**config.mk**
```make
export PLATFORM = sky130hd
export DESIGN_NAME = cdb_arbiter
export DESIGN_NICKNAME = d
export VERILOG_FILES = /design/src/rtl/cdb_arbiter_pkg.sv /design/src/rtl/cdb_age_counter.sv /design/src/rtl/cdb_arbiter.sv
export SDC_FILE = /design/constraint.sdc
export NUM_CORES = 1
export LEC_CHECK = 0
export CELL_PAD_IN_SITES_DETAIL_PLACEMENT = 0
export CELL_PAD_IN_SITES_GLOBAL_PLACEMENT = 1
export CORE_ASPECT_RATIO = 1.4
export CORE_MARGIN = 2
export CORE_UTILIZATION = 30
export DETAILED_ROUTE_END_ITERATION = 10
export GPL_TIMING_DRIVEN = 1
export PLACE_DENSITY_LB_ADDON = 0.2
export SLEW_MARGIN = 20
export SYNTH_ARGS = -nofsm -noshare
export SYNTH_HDL_FRONTEND = slang
export SYNTH_SLANG_ARGS = --single-unit
```
**constraint.sdc**
```tcl
create_clock -name clk_i -period 3.8 [get_ports clk_i]
set_clock_uncertainty 0.2 [all_clocks]
set_input_delay 0.76 -clock clk_i [delete_from_list [all_inputs] [get_ports clk_i]]
set_output_delay 0.76 -clock clk_i [all_outputs]
set_load 0.02 [all_outputs]
```
**src/rtl/cdb_arbiter_pkg.sv**
```systemverilog
// Shared types for the common-data-bus arbiter: the broadcast packet format,
// functional-unit indices and the aging-counter control encoding.
package cdb_arbiter_pkg;

  localparam int TAG_W  = 4;
  localparam int DATA_W = 32;

  localparam int UNIT_ALU = 0;
  localparam int UNIT_BR  = 1;
  localparam int UNIT_MUL = 2;
  localparam int UNIT_LSU = 3;

  typedef struct packed {
    logic              valid;
    logic              exception;
    logic [TAG_W-1:0]  tag;
    logic [DATA_W-1:0] data;
  } cdb_packet_s;

  typedef enum logic [1:0] {
    AGE_CLEAR = 2'd0,
    AGE_HOLD  = 2'd1,
    AGE_INC   = 2'd2
  } age_op_e;

endpackage

```
**src/rtl/cdb_age_counter.sv**
```systemverilog
// One saturating wait counter for a CDB requester; flags starvation once the
// requester has lost MAX_WAIT eligible cycles in a row.
module cdb_age_counter
  import cdb_arbiter_pkg::*;
#(
  parameter  int MAX_WAIT = 4,
  localparam int WAIT_W   = $clog2(MAX_WAIT + 1)
) (
  input  logic    clk_i,
  input  logic    reset_i,
  input  age_op_e op_i,
  output logic    starved_o
);

  logic [WAIT_W-1:0] wait_d, wait_q;

  // NOTE: every variable assigned in always_comb gets a default first, so no
  // path leaves it unassigned and no latch is inferred.
  always_comb begin
    wait_d = wait_q;
    unique case (op_i)
      AGE_CLEAR: wait_d = '0;
      AGE_INC:   if (wait_q != WAIT_W'(MAX_WAIT)) wait_d = wait_q + 1'b1;
      default:   ;
    endcase
  end

  // NOTE: sequential state uses non-blocking assignments so every flop samples
  // its inputs from before the edge, independent of block ordering.
  always_ff @(posedge clk_i) begin
    if (reset_i) wait_q <= '0;
    else         wait_q <= wait_d;
  end

  assign starved_o = (wait_q == WAIT_W'(MAX_WAIT));

endmodule

```
**src/rtl/cdb_arbiter.sv**
```systemverilog
// Common-data-bus arbiter: fixed-priority grant with per-unit aging so that a
// starved requester overtakes higher-priority units; winner is registered out.
module cdb_arbiter
  import cdb_arbiter_pkg::*;
#(
  parameter int NUM_UNITS = 4,
  parameter int MAX_WAIT  = 4
) (
  input  logic                 clk_i,
  input  logic                 reset_i,
  input  cdb_packet_s          req_packets_i [NUM_UNITS],
  input  logic                 cdb_ready_i,
  input  logic                 flush_i,
  output logic [NUM_UNITS-1:0] grant_o,
  output cdb_packet_s          cdb_o,
  output logic [NUM_UNITS-1:0] starved_o
);

  logic [NUM_UNITS-1:0] req;
  logic [NUM_UNITS-1:0] age_starved;
  logic [NUM_UNITS-1:0] starved_req;
  logic [NUM_UNITS-1:0] grant;
  logic                 eligible;
  cdb_packet_s          winner;
  cdb_packet_s          cdb_d, cdb_q;

  // One-hot mask of the lowest set bit; zero when nothing is set.
  function automatic logic [NUM_UNITS-1:0] find_first_set(input logic [NUM_UNITS-1:0] v);
    logic [NUM_UNITS-1:0] onehot;
    onehot = '0;
    for (int i = NUM_UNITS - 1; i >= 0; i--) begin
      if (v[i]) begin
        onehot    = '0;
        onehot[i] = 1'b1;
      end
    end
    return onehot;
  endfunction

  always_comb begin
    for (int i = 0; i < NUM_UNITS; i++) req[i] = req_packets_i[i].valid;
    eligible    = !reset_i && !flush_i && cdb_ready_i;
    starved_req = req & age_starved;
    grant       = '0;
    if (eligible) begin
      if (|starved_req) grant = find_first_set(starved_req);
      else              grant = find_first_set(req);
    end
  end

  always_comb begin
    winner = '0;
    for (int i = 0; i < NUM_UNITS; i++) begin
      if (grant[i]) winner = req_packets_i[i];
    end
  end

  // Only valid is forced on a cycle without a grant; payload fields hold.
  always_comb begin
    cdb_d = cdb_q;
    if (flush_i) begin
      cdb_d.valid = 1'b0;
    end else if (|grant) begin
      cdb_d       = winner;
      cdb_d.valid = 1'b1;
    end else begin
      cdb_d.valid = 1'b0;
    end
  end

  // NOTE: the whole broadcast register is reset, payload included, so the bus
  // never shows stale data after reset even though consumers only qualify on valid.
  always_ff @(posedge clk_i) begin
    if (reset_i) cdb_q <= '0;
    else         cdb_q <= cdb_d;
  end

  for (genvar g = 0; g < NUM_UNITS; g++) begin : g_age
    age_op_e op;

    always_comb begin
      if (flush_i)                op = AGE_CLEAR;
      else if (!cdb_ready_i)      op = AGE_HOLD;
      else if (req[g] && grant[g]) op = AGE_CLEAR;
      else if (req[g])            op = AGE_INC;
      else                        op = AGE_CLEAR;
    end

    cdb_age_counter #(
      .MAX_WAIT (MAX_WAIT)
    ) u_age (
      .clk_i     (clk_i),
      .reset_i   (reset_i),
      .op_i      (op),
      .starved_o (age_starved[g])
    );
  end

  assign grant_o   = grant;
  assign cdb_o     = cdb_q;
  assign starved_o = reset_i ? '0 : age_starved;

endmodule

```
==> flow_metrics.py, run 1 <==
metrics = {
    "power": {
        "p_per_area_mw_per_mm2": 241,
        "p_total_mw": 1.42,
        "ir_worst_vdd_mv": 0.166,
        "p_leak_nw": 1.97,
    },
    "routing": {
        "drtIter0Drc": 154,
        "wl_per_cell_um": 19.7,
        "wl_um": 14600,
        "drc": 0,
        "detail_route.vias_per_cell": 5.51,
        "dr.pass1.iters": 4,
        "ant_nets": 0,
        "vias": 4090,
    },
    "setup_path": {
        "worstPathRequired_ns": 2.84,
        "critical_path_class": "in -> out",
        "crit_fanout": 7,
        "max_stage_delay_ns": 0.62,
        "crit_arrival_ns": 2.70,
        "slowest_stage": "clkdlybuf4s50_1",
        "start_kind": "primary input",
        "cp-end-kind": "primary output",
        "cp_num_buf_inv": 3,
        "cp_top_family": "buffers and inverters",
        "cpMostUsedCell": "clkdlybuf4s50_1",
        "worstPathCellList": "clkdlybuf4s50_1, nor3b_2, nand2_1, or2_4, inv_2, clkdlybuf4s50_1",
    },
    "cells_and_area": {
        "fin_nets": 758,
        "fin_util": 0.499,
        "fill_cells": 1146,
        "syn_to_final_growth_pct": 63.0,
        "drive_gt1_frac": 0.101,
        "instances_no_fill": 742,
        "antenna_cells": 0,
    },
    "floorplan": {
        "dieHeight_um": 134,
        "die_w_um": 96.8,
        "start_util": 0.306,
        "dieArea_mm2": 0.0130,
        "ios": 202,
        "design.core.area_mm2": 0.0118,
        "rows": 47,
    },
    "sta": {
        "finalHoldViolations": 0,
        "tightest_slew_ns": 0.575,
        "finalCritPeriodShare": 0.964,
        "drv_slew": 0,
        "relSlewSlack": 0.617,
        "setup-tns-final_ns": 0,
        "rsz0062_at_grt": "false",
        "timing.fmax_mhz": 273,
        "setup_viol": 0,
        "period_needed_ns": 3.66,
    },
    "yosys": {
        "yosys_warnings": 0,
        "synth_ff_type": "dfxtp_1",
        "syn-cell-area_mm2": 0.00362,
        "synth-async-reset-ratio": 0,
        "synth_edf_count": 0,
        "synth_cell_types": 49,
        "postSynthCellCount": 413,
        "yosysSeqAreaShare": 0.277,
        "synth_seq_cells": 50,
        "syn_nets": 577,
        "synth_area_per_cell_um2": 8.76,
    },
    "global_route": {
        "grt_pass1_wl_um": 22700,
        "grt_pass1_vias": 4360,
        "grt_usage": 0.217,
        "grt_max_degree": 38,
        "grt_overflow_total": 0,
        "antenna_found_initial": 0,
    },
    "clocking": {
        "hold_buffers": 0,
        "root_buffer": "clkbuf_16",
        "cts.sinks": 50,
        "cts_tree": "done",
        "clk_pin_slew_ns": 0.07,
        "clk_latency_ns": 0.30,
        "cts.repair.resized": 0,
        "post_cts.repair.setup_buffers": 0,
        "cts_max_path_buffers": 2,
        "cts_max_level": 2,
        "numCtsBuffers": 5,
    },
    "placement": {
        "placement.io_buffers": 201,
        "gp_congestion": 0.898,
        "placed_cells": 734,
        "place_hpwl_um": 10900,
    },
    "job": {
        "max_cap_violations": 0,
    },
    "min_path": {
        "hold_path.class": "reg -> reg",
    },
    "outcome": {
        "status": "complete, no violations",
    },
}
[path summary, 6_finish.rpt]
| path | start | endpoint | slack (ns) | depth (start not counted) |
|---|---|---|---|---|
| max | flush_i | grant_o[0] | 0.14 | 6 |
| min reg2reg | cdb_o[19] | cdb_o[19] | 0.26 | 1 |
| max reg2reg | g_age[0].u_age.wait_q[0] | cdb_o[21] | 1.24 | 8 |
| min | cdb_o[19] | cdb_o[19] | 0.26 | 1 |
[report_power, final]
group          internal [mW]  switching (mW)  leakage [nW]  total, mW
clock                  0.262           0.204        0.0739      0.466
combinational          0.241           0.151          1.49      0.392
sequential             0.549          0.0149         0.407      0.564
total                   1.05           0.370          1.97       1.42
[cell usage in the layout (no fill, tap or decap), drive strengths merged, types with 4 or more instances in the layout]
| master | count |
|---|---|
| a21oi | 7 |
| a221oi | 11 |
| a31oi | 27 |
| and3 | 7 |
| buf | 20 |
| clkbuf | 7 |
| clkdlybuf4s50 | 200 |
| dfxtp | 50 |
| ha | 8 |
| inv | 12 |
| nand2 | 30 |
| nand3 | 5 |
| nand3b | 27 |
| nor2 | 9 |
| nor3 | 5 |
| nor3b | 31 |
| nor4 | 4 |
| o21a | 29 |
| o221ai | 11 |
| o2bb2ai | 11 |
| o31ai | 27 |
| o41ai | 26 |
| or2 | 4 |
[metrics by stage]
stage,worst slack [ns],hold WS [ns],cell area (µm²)
after floorplan,0.842,0.287,3620
after global placement,0.179,0.245,5750
after detailed placement,0.141,0.253,5750
after CTS,0.124,0.267,5900
after global routing,0.0195,0.288,5900
final,0.137,0.264,5900
[cell usage after synthesis, types with 11 or more instances]
master / instances / area share
o41ai_1: 18 / 0.044
o2bb2ai_1: 11 / 0.027
a221oi_2: 11 / 0.046
buf_2: 19 / 0.026
dfxtp_1: 50 / 0.28
nand3b_1: 27 / 0.056
o221ai_1: 11 / 0.027
o31ai_1: 27 / 0.056
a31oi_1: 27 / 0.047
o21a_1: 29 / 0.060
clkbuf_1: 20 / 0.021
nand2_1: 30 / 0.031
nor3b_1: 30 / 0.062
[routing by layer]
metal | track usage | vias to the layer above | part of all wire
met5 | 0 | - | 0
met4 | 0.0649 | 0 | 0.024
met3 | 0.0459 | 20 | 0.056
met2 | 0.433 | 145 | 0.55
met1 | 0.224 | 1945 | 0.37
li1 | - | 1980 | -
[registers in the layout, indices dropped and copies added (netlist names)]
name	cells
cdb_o	38
g_age.u_age.wait_q	12
[cells by family (layout without fill, tap and decap cells)]
logic type                 after synthesis  count (layout)  share of synthesized area
DFF                                     50              50                      0.277
buffers and inverters                   59             241                     0.0771
and+or+nand+nor                        129             129                      0.219
xor gates and xnor gates                 4               4                    0.00969
adders and majority gates                8               8                     0.0277
muxes                                    3               3                    0.00830
AOI/OAI and AO/OA                      160             160                      0.381
[cell type report]
type / count / area [µm²] / share of cell area
inverter: 13 / 48.8 / 0.00828
multi-input combinational: 304 / 2350 / 0.399
timing repair buffer: 220 / 2160 / 0.367
tap: 147 / 184 / 0.0312
sequential: 50 / 1000 / 0.170
clock buffer: 7 / 143 / 0.0242
clock inverter: 1 / 5.00 / 0.000849
Power figures use the tool's default switching activity.
==> run 2: changes to the inputs <==
--- a/config.mk
+++ b/config.mk
@@ -9,11 +9,12 @@
 export CELL_PAD_IN_SITES_GLOBAL_PLACEMENT = 1
 export CORE_ASPECT_RATIO = 1.4
 export CORE_MARGIN = 2
-export CORE_UTILIZATION = 30
+export CORE_UTILIZATION = 27
 export DETAILED_ROUTE_END_ITERATION = 10
 export GPL_TIMING_DRIVEN = 1
 export PLACE_DENSITY_LB_ADDON = 0.2
 export SLEW_MARGIN = 20
 export SYNTH_ARGS = -nofsm -noshare
 export SYNTH_HDL_FRONTEND = slang
+export SYNTH_HIERARCHICAL = 1
 export SYNTH_SLANG_ARGS = --single-unit
==> constraint.sdc (replaced) <==
create_clock -name clk_i -period 4.1 [get_ports clk_i]
set_clock_uncertainty 0.2 [all_clocks]
set_input_delay 0.82 -clock clk_i [delete_from_list [all_inputs] [get_ports clk_i]]
set_output_delay 0.82 -clock clk_i [all_outputs]
set_load 0.02 [all_outputs]
==> flow_metrics.py, run 2 <==
metrics = {
    "yosys": {
        "yosys-top-cells-count": "inv_1 (93), a21oi_1 (53), dfxtp_1 (50)",
        "synth_seq_cells": 50,
        "synth_cell_types": 34,
        "yosysMostFrequentCell": "inv_1",
        "synthTopCellsByArea": "dfxtp_1 (27%), a32o_1 (10%), inv_1 (9.6%)",
        "synth-async-reset-ratio": 0,
        "synth_edf_count": 0,
        "postSynthCellCount": 463,
        "syn-cell-area_mm2": 0.00365,
        "yosys.area.top_type": "dfxtp_1",
        "synth_area_per_cell_um2": 7.89,
        "synth_top_area_share": 0.274,
        "synth_ff_type": "dfxtp_1",
        "syn_nets": 627,
        "yosysSeqAreaShare": 0.274,
        "yosys_warnings": 6,
    },
    "min_path": {
        "hold_path.class": "reg -> reg",
        "hold_start": "cdb_o[29]",
        "whs_path_depth": 1,
        "hold_end": "cdb_o[29]",
    },
    "clocking": {
        "cts_tree": "done",
        "clk_latency_ns": 0.29,
        "cts_max_path_buffers": 2,
        "cts.repair.resized": 0,
        "cts_max_level": 2,
        "root_buffer": "clkbuf_16",
        "hold_buffers": 0,
        "cts.sinks": 50,
        "numCtsBuffers": 5,
        "clk_pin_slew_ns": 0.06,
        "post_cts.repair.setup_buffers": 0,
    },
    "power": {
        "p_comb_frac": 0.282,
        "swShare": 0.268,
        "p_switching_uw": 343,
        "ir_worst_vdd_mv": 0.145,
        "p_seq_frac": 0.401,
        "p_per_area_mw_per_mm2": 217,
        "power.internal_uw": 939,
        "clockPowerShare": 0.317,
        "p_leak_nw": 2.26,
    },
    "global_route": {
        "grt_max_degree": 42,
        "antenna_found_initial": 0,
        "grt_usage": 0.206,
        "grt_overflow_total": 0,
        "grt_pass1_wl_um": 23200,
        "grt_pass1_vias": 4480,
    },
    "floorplan": {
        "die_w_um": 102,
        "rows": 50,
        "dieArea_mm2": 0.0145,
        "dieHeight_um": 142,
        "start_util": 0.274,
        "design.core.area_mm2": 0.0133,
        "ios": 202,
    },
    "setup_path": {
        "critical_path_class": "in -> out",
        "cp-end-kind": "primary output",
        "r2r-end": "cdb_o[32]",
        "crit_arrival_ns": 2.78,
        "reg2reg_from": "g_age[2].u_age/wait_q[0]",
        "start_kind": "primary input",
        "rrSetupSlack_ns": 1.18,
        "crit_fanout": 8,
        "r2r.worst_path.cells": 10,
        "worstPathRequired_ns": 3.08,
    },
    "routing": {
        "drtIter0Drc": 180,
        "ant_nets": 0,
        "drc": 0,
        "dr.pass1.iters": 4,
        "wl_um": 15100,
        "vias": 4342,
        "detail_route.vias_per_cell": 5.30,
        "wl_per_cell_um": 18.5,
    },
    "cells_and_area": {
        "final_cell_mix": "clkdlybuf4s50_1 (200), inv_1 (93), a21oi_1 (53), dfxtp_1 (50), nand3b_1 (41)",
        "fill_cells": 1394,
        "largest_reg_flops": 38,
        "fin_util": 0.443,
        "syn_to_final_growth_pct": 61.5,
        "antenna_cells": 0,
        "drive_gt1_frac": 0.0455,
        "fin_nets": 801,
        "layout_commonest_cell": "clkdlybuf4s50_1",
    },
    "sta": {
        "finalHoldViolations": 0,
        "period_needed_ns": 3.80,
        "setup-tns-final_ns": 0,
        "tightest_slew_ns": 0.788,
        "rsz0062_at_grt": "false",
        "relSlewSlack": 0.473,
        "setup_viol": 0,
        "finalCritPeriodShare": 0.928,
        "drv_slew": 0,
        "timing.fmax_mhz": 263,
    },
    "placement": {
        "gp_congestion": 0.855,
        "place_hpwl_um": 10400,
        "placement.io_buffers": 201,
    },
    "job": {
        "max_cap_violations": 0,
    },
    "outcome": {
        "status": "complete, no violations",
    },
}
## run 2: cell count changes after synthesis, moves of 26 or more
| cell | change |
|---|---|
| inv_1 | +83 |
| a21oi_1 | +46 |
| o211ai_1 | +38 |
| a32o_1 | +36 |
| nor3b_1 | -30 |
| o21a_1 | -29 |
| a31oi_1 | -27 |
| o31ai_1 | -27 |
| o221ai_1 | +26 |
## run 2: metal layers
layer  share of wire  track usage
met1            0.38        0.231
met2            0.54        0.381
met3           0.056       0.0374
met4           0.029       0.0779
met5               0            0
## run 2: layout make-up
| type | instances | area [µm²] | area share |
|---|---|---|---|
| multi-input combinational | 274 | 2080 | 0.353 |
| tap | 182 | 228 | 0.0386 |
| clock buffer | 7 | 133 | 0.0225 |
| sequential | 50 | 1000 | 0.170 |
| timing repair buffer | 213 | 2110 | 0.358 |
| inverter | 93 | 349 | 0.0592 |
## run 2: cell families after synthesis
logic type / synth area share
buf+inv: 0.169
compound gates: 0.382
fa+ha+maj: 0.0274
simple gates: 0.148
flops: 0.274
## run 2: per-stage QoR
| step | cell area (µm²) | power, mW | hold slack [ns] | setup slack, ns | instances |
|---|---|---|---|---|---|
| finish | 5900 | 1.28 | 0.269 | 0.295 | 819 |
| global route | 5900 | 1.34 | 0.286 | 0.211 | 819 |
| CTS | 5900 | 1.31 | 0.276 | 0.279 | 819 |
| detailed placement | 5770 | 0.889 | 0.258 | 0.284 | 812 |
| global placement | 5770 | 0.887 | 0.247 | 0.308 | 812 |
| floorplan | 3650 | 0.667 | 0.247 | 1.18 | 463 |
## run 2: critical path: stages
cell and delay (ns):
clkdlybuf4s50_1 0.71, nor4bb_1 0.49, o21ai_4 0.10, inv_1 0.07, clkdlybuf4s50_1 0.59
## run 2: how the worst max path moves through the flow
stage	startpoint	to	slack [ns]	cells after the start
floorplan	reset_i	grant_o[3]	1.18	6
global placement	req_packets_i[151]	grant_o[0]	0.31	5
detailed placement	req_packets_i[151]	grant_o[0]	0.28	5
CTS	req_packets_i[151]	grant_o[0]	0.28	5
global route	req_packets_i[151]	grant_o[3]	0.21	5
finish	req_packets_i[151]	grant_o[0]	0.30	5
## run 2: power by group through the flow
stage               registers (mW)  logic, mW  clock network (mW)
floorplan                    0.546      0.121                   0
global placement             0.524      0.362                   0
detailed placement           0.525      0.364                   0
CTS                          0.514      0.365               0.427
global route                 0.516      0.389               0.439
finish                       0.514      0.361               0.406
==> run 3: changes to the inputs <==
--- a/config.mk
+++ b/config.mk
@@ -8,7 +8,6 @@
 export CELL_PAD_IN_SITES_DETAIL_PLACEMENT = 0
 export CELL_PAD_IN_SITES_GLOBAL_PLACEMENT = 1
 export CORE_ASPECT_RATIO = 1.4
-export CORE_MARGIN = 2
 export CORE_UTILIZATION = 27
 export DETAILED_ROUTE_END_ITERATION = 10
 export GPL_TIMING_DRIVEN = 1
==> constraint.sdc (replaced) <==
create_clock -name clk_i -period 4.1 [get_ports clk_i]
set_clock_uncertainty 0.2 [all_clocks]
set_input_delay 0.82 -clock clk_i [delete_from_list [all_inputs] [get_ports clk_i]]
set_output_delay 0.82 -clock clk_i [all_outputs]
set_load 0.1 [all_outputs]
==> flow_metrics.py, run 3 (same netlist as run 2, synthesis figures left out) <==
metrics = {
    "sta": {
        "relSlewSlack": 0.309,
        "setup-tns-final_ns": 0,
        "tightest_slew_ns": 1.03,
        "timing.fmax_mhz": 275,
        "period_needed_ns": 3.63,
        "drv_slew": 0,
        "setup_viol": 0,
        "finalCritPeriodShare": 0.887,
        "finalHoldViolations": 0,
        "rsz0062_at_grt": "false",
    },
    "setup_path": {
        "cp-end-kind": "primary output",
        "critical_path_class": "in -> out",
        "crit_fanout": 18,
        "crit_arrival_ns": 2.61,
        "start_kind": "primary input",
        "worstPathRequired_ns": 3.08,
    },
    "placement": {
        "placed_cells": 809,
        "gp_congestion": 0.859,
        "placement.io_buffers": 201,
        "place_hpwl_um": 10300,
    },
    "cells_and_area": {
        "fill_cells": 1355,
        "drive_gt1_frac": 0.0642,
        "syn_to_final_growth_pct": 62.5,
        "fin_nets": 802,
        "final_cell_mix": "clkdlybuf4s50_1 (192), inv_1 (93), a21oi_1 (53), dfxtp_1 (50), nand3b_1 (41)",
        "layout_commonest_cell": "clkdlybuf4s50_1",
        "instances_no_fill": 818,
        "largest_reg_flops": 38,
    },
    "min_path": {
        "hold_path.class": "reg -> reg",
    },
    "clocking": {
        "cts_tree": "done",
        "cts_max_level": 2,
        "cts.repair.resized": 0,
        "clk_pin_slew_ns": 0.07,
        "post_cts.repair.setup_buffers": 0,
        "clk_latency_ns": 0.29,
        "numCtsBuffers": 5,
        "hold_buffers": 0,
        "cts.sinks": 50,
        "root_buffer": "clkbuf_16",
        "cts_max_path_buffers": 2,
    },
    "floorplan": {
        "start_util": 0.281,
        "ios": 202,
        "dieArea_mm2": 0.0140,
        "rows": 49,
        "design.core.area_mm2": 0.0130,
        "dieHeight_um": 140,
        "die_w_um": 100,
    },
    "power": {
        "ir_worst_vdd_mv": 0.157,
        "p_leak_nw": 2.30,
        "p_per_area_mw_per_mm2": 239,
    },
    "global_route": {
        "grt_use_met1": 0.245,
        "grt_pass1_vias": 4586,
        "top_usage_layer": "met2",
        "grt_pass1_wl_um": 23600,
        "antenna_found_initial": 1,
        "grt_max_degree": 39,
        "grt_overflow_total": 0,
        "use_met2": 0.383,
        "grt_usage": 0.216,
        "met3_usage": 0.0397,
    },
    "routing": {
        "wl_per_cell_um": 18.4,
        "dr.pass1.iters": 9,
        "ant_nets": 0,
        "wl_um": 15100,
        "detail_route.vias_per_cell": 5.39,
        "drc": 0,
        "vias": 4410,
        "drtIter0Drc": 200,
    },
    "job": {
        "max_cap_violations": 0,
    },
    "outcome": {
        "status": "complete, no violations",
    },
}
run 3: changes by cell type in the layout (fill, tap and decap cells not counted):
cell / delta
buf_12: +3
diode_2: +1
clkbuf_1: -1
and4bb_2: +1
clkbuf_8: +1
buf_4: +6
and4bb_1: -1
clkdlybuf4s50_1: -8
clkinv_2: +1
run 3: area by class of cell:
class / instances / area, µm² / share of cell area
repair buffers: 214 / 2130 / 0.359
multi-input cells: 274 / 2080 / 0.350
flip-flops and latches: 50 / 1000 / 0.169
inverters: 93 / 349 / 0.0588
well taps: 178 / 223 / 0.0375
clock buffers: 7 / 143 / 0.0240
clock inverters: 1 / 5.00 / 0.000843
diodes: 1 / 2.50 / 0.000421
run 3: critical path, stage by stage:
cell	delay, ns
clkdlybuf4s50_1	0.71
nor4bb_1	0.45
o21ai_4	0.28
inv_1	0.17
buf_12	0.18
run 3: final timing paths:
check / start / to / slack (ns) / cells past startpoint
hold reg to reg: cdb_o[2] / cdb_o[2] / 0.27 / 1
setup reg to reg: g_age[2].u_age/wait_q[0] / g_age[0].u_age/wait_q[1] / 1.15 / 11
setup / recovery: req_packets_i[151] / grant_o[0] / 0.47 / 5
hold / removal: cdb_o[2] / cdb_o[2] / 0.27 / 1
run 3: routing by layer:
metal / routed length (µm) / share of wire
met4: 605 / 0.040
met1: 5910 / 0.39
met2: 7630 / 0.51
met3: 913 / 0.061
met5: 0 / 0
run 3: through the flow:
stage	hold WS, ns	total power, mW	instance area (µm²)	setup slack, ns	util
finish	0.271	1.42	5940	0.465	0.457
detailed placement	0.255	0.996	5790	0.442	0.445
floorplan	0.247	0.774	3650	0.609	-
global placement	0.248	0.993	5790	0.429	0.445
CTS	0.275	1.44	5940	0.437	0.457
global route	0.291	1.48	5940	0.328	0.457
run 3: where the power goes:
| part | internal, mW | leakage [nW] | switching (mW) | total, mW |
|---|---|---|---|---|
| logic | 0.210 | 1.82 | 0.261 | 0.471 |
| registers | 0.504 | 0.406 | 0.0101 | 0.514 |
| clock network | 0.243 | 0.0739 | 0.194 | 0.437 |
| total | 0.957 | 2.30 | 0.464 | 1.42 |
==> patch: new RTL, config.mk and constraints of run 3 <==
`MAX_WAIT` is set to 4 in 2 places; all go to 2.
--- a/src/rtl/cdb_age_counter.sv
+++ b/src/rtl/cdb_age_counter.sv
@@ -4,5 +4,5 @@
   import cdb_arbiter_pkg::*;
 #(
-  parameter  int MAX_WAIT = 4,
+  parameter  int MAX_WAIT = 2,
   localparam int WAIT_W   = $clog2(MAX_WAIT + 1)
 ) (
--- a/src/rtl/cdb_arbiter.sv
+++ b/src/rtl/cdb_arbiter.sv
@@ -5,5 +5,5 @@
 #(
   parameter int NUM_UNITS = 4,
-  parameter int MAX_WAIT  = 4
+  parameter int MAX_WAIT  = 2
 ) (
   input  logic                 clk_i,
Check against the original RTL: not equivalent (a bounded check fails within 4 cycles, from zero or initial values and one cycle with reset_i high).
==> patch against run 3 <==
The flow now finishes with violations (DRC); count of clock-buffer cells in the layout stayed put; hold slack worse by 0.0063 ns; non-clock buffer count is 1 lower; area after synthesis is 4.5% lower; setup slack better by 0.20 ns; routed wire length is 0.22% lower; cell area is 3.1% lower; sequential cell count is 4 lower; utilization is 0.39 points higher; power is 0.35% lower; clock power is 5.7% higher; critical endpoint unchanged; highest routed layer unchanged.
==> patch: results (changes against run 3) <==
Run status
  – Status: complete, but fails checks
  – Failing checks: DRC

Min path
  – Hold Crit Class: flop to flop
  – Hold Startpoint: cdb_o[31]

Synth
  – Syn_nets: 591 (-5.7%)
  – Post-synth top cells: inv_1, dfxtp_1, a21oi_1
  – Ys Warns: 6 (unchanged)
  – Cells after Synth: 427 (-7.8%)
  – Synth Flop Type: dfxtp_1
  – Seq/Total Area, Yosys: 26.4% (-1.0 points)
  – Synth async-reset ratio: 0% (unchanged)
  – Ranking of synthesized cells by area: dfxtp_1, a32o_1, o221ai_1
  – Count of cell types in the netlist: 37 (+8.8%)
  – Synth Area in Compound Gates: 39.8% (+1.7 points)
  – Fraction of the mapped netlist area in adder cells: 2.87% (+0.13 points)

Clock tree
  – Inserted Clock Buffers: 5 (unchanged)
  – CTS H-tree depth: 2 (unchanged)
  – Root Driver: clkbuf_16
  – CTS Buffer Depth: 2 (unchanged)
  – Clock transition at path regs: around 0.06 ns
  – Clock Latency Late Sink: between 0.2 and 0.3 ns
  – Post-CTS setup buffers: 0 (unchanged)

GRT
  – Vias in the first global route: 4361 (-4.9%)
  – Total track usage: 22.2% (+0.54 points)
  – First-pass GRT wire length: 23100 um (-2.2%)
  – Initial antenna violation count: 0 (-1)
  – Largest net degree at the start of global routing: 39 (unchanged)

Place
  – Final GP Congestion: 0.820 (-4.5%)
  – Dpl cells: 744 (-8.0%)
  – Post-detail-place hpwl: 10100 um (-1.8%)

Drt
  – WL/cell: 20.0 um (+8.5%)
  – First DRT Iteration DRCs: 207 (+3.5%)
  – DRC errors left: 14 (+14)
  – DRT Pass-1 Iters: 8 (-1)
  – Vias: 4133 (-6.3%)

Setup path
  – Delay of the slowest critical-path stage: 0.70 ns
  – WP data arrival: 2.42 ns (-0.19 ns)
  – CP max FO: 8 (-10)

Cells and area
  – Fin cells: 752 (-8.1%)
  – NumNets Final: 765 (-4.6%)
  – Antenna cell count: 0 (-1)
  – Layout cells sized above 1: 7.14% (+0.73 points)
  – Layout filler cell count: 1264 (-6.7%)

Pwr
  – Peak supply drop: 160 uV (+2.2%)
  – Lkg Pwr: 2.20 nW (-4.3%)
  – Combinational power: 0.479 mW (+2%)
  – NetSw: 0.448 mW (-3.5%)
  – P_clk: 0.462 mW (+5.7%)

Timing
  – Worst-Margin Slew: 1.04 ns (+0.00894 ns)

Die
  – Row count: 48 (-2.0%)
[patch: cell count changes in the layout (fill, tap and decap cells not counted), moves of 8 or more]
| cell | before | now |
|---|---|---|
| nand2_1 | 15 | 3 |
| nand2b_1 | 0 | 8 |
| inv_1 | 93 | 81 |
| nand4_1 | 8 | 0 |
| a21oi_1 | 53 | 41 |
[patch: cell families after synthesis]
| logic type | Yosys count |
|---|---|
| AOI/OAI and AO/OA | 174 |
| adders and majority gates | 8 |
| buffers and inverters | 127 |
| DFF | 46 |
| and+or+nand+nor | 72 |
[patch: area by class of cell]
cell class | count | area (um^2) | area share (%)
Clock buffer | 7 | 133 | 2.30
Clock inverter | 1 | 30.0 | 0.522
Inverter | 81 | 304 | 5.28
Multi-Input combinational cell | 254 | 2040 | 35.5
Sequential cell | 46 | 921 | 16.0
Tap cell | 150 | 188 | 3.26
Timing Repair Buffer | 213 | 2140 | 37.2
[patch: through the flow]
step	setup WS [ns]	cell area [um^2]	util, %	power, mW
5_1_grt	0.596	5760	46.1	1.48
3_3_place_gp	0.668	5590	44.8	0.963
6_report	0.664	5760	46.1	1.42
2_1_floorplan	0.609	3490	-	0.740
4_1_cts	0.659	5760	46.1	1.44
3_5_place_dp	0.674	5590	44.8	0.965
[patch: layer usage]
layer / vias up / track usage (%) / share of wire [%]
li1: 1948 / - / -
met1: 2004 / 24.4 / 36
met2: 155 / 41.3 / 54
met3: 26 / 3.98 / 6.7
met4: 0 / 9.68 / 3.2
met5: - / 0 / 0
[patch: path summary, 6_finish.rpt]
check                              to  slack [ns]  depth (start not counted)
max                        grant_o[0]        0.66                          5
min                         cdb_o[31]        0.26                          1
max reg2reg  g_age[0].u_age/wait_q[1]        1.49                          8
min reg2reg                 cdb_o[31]        0.26                          1
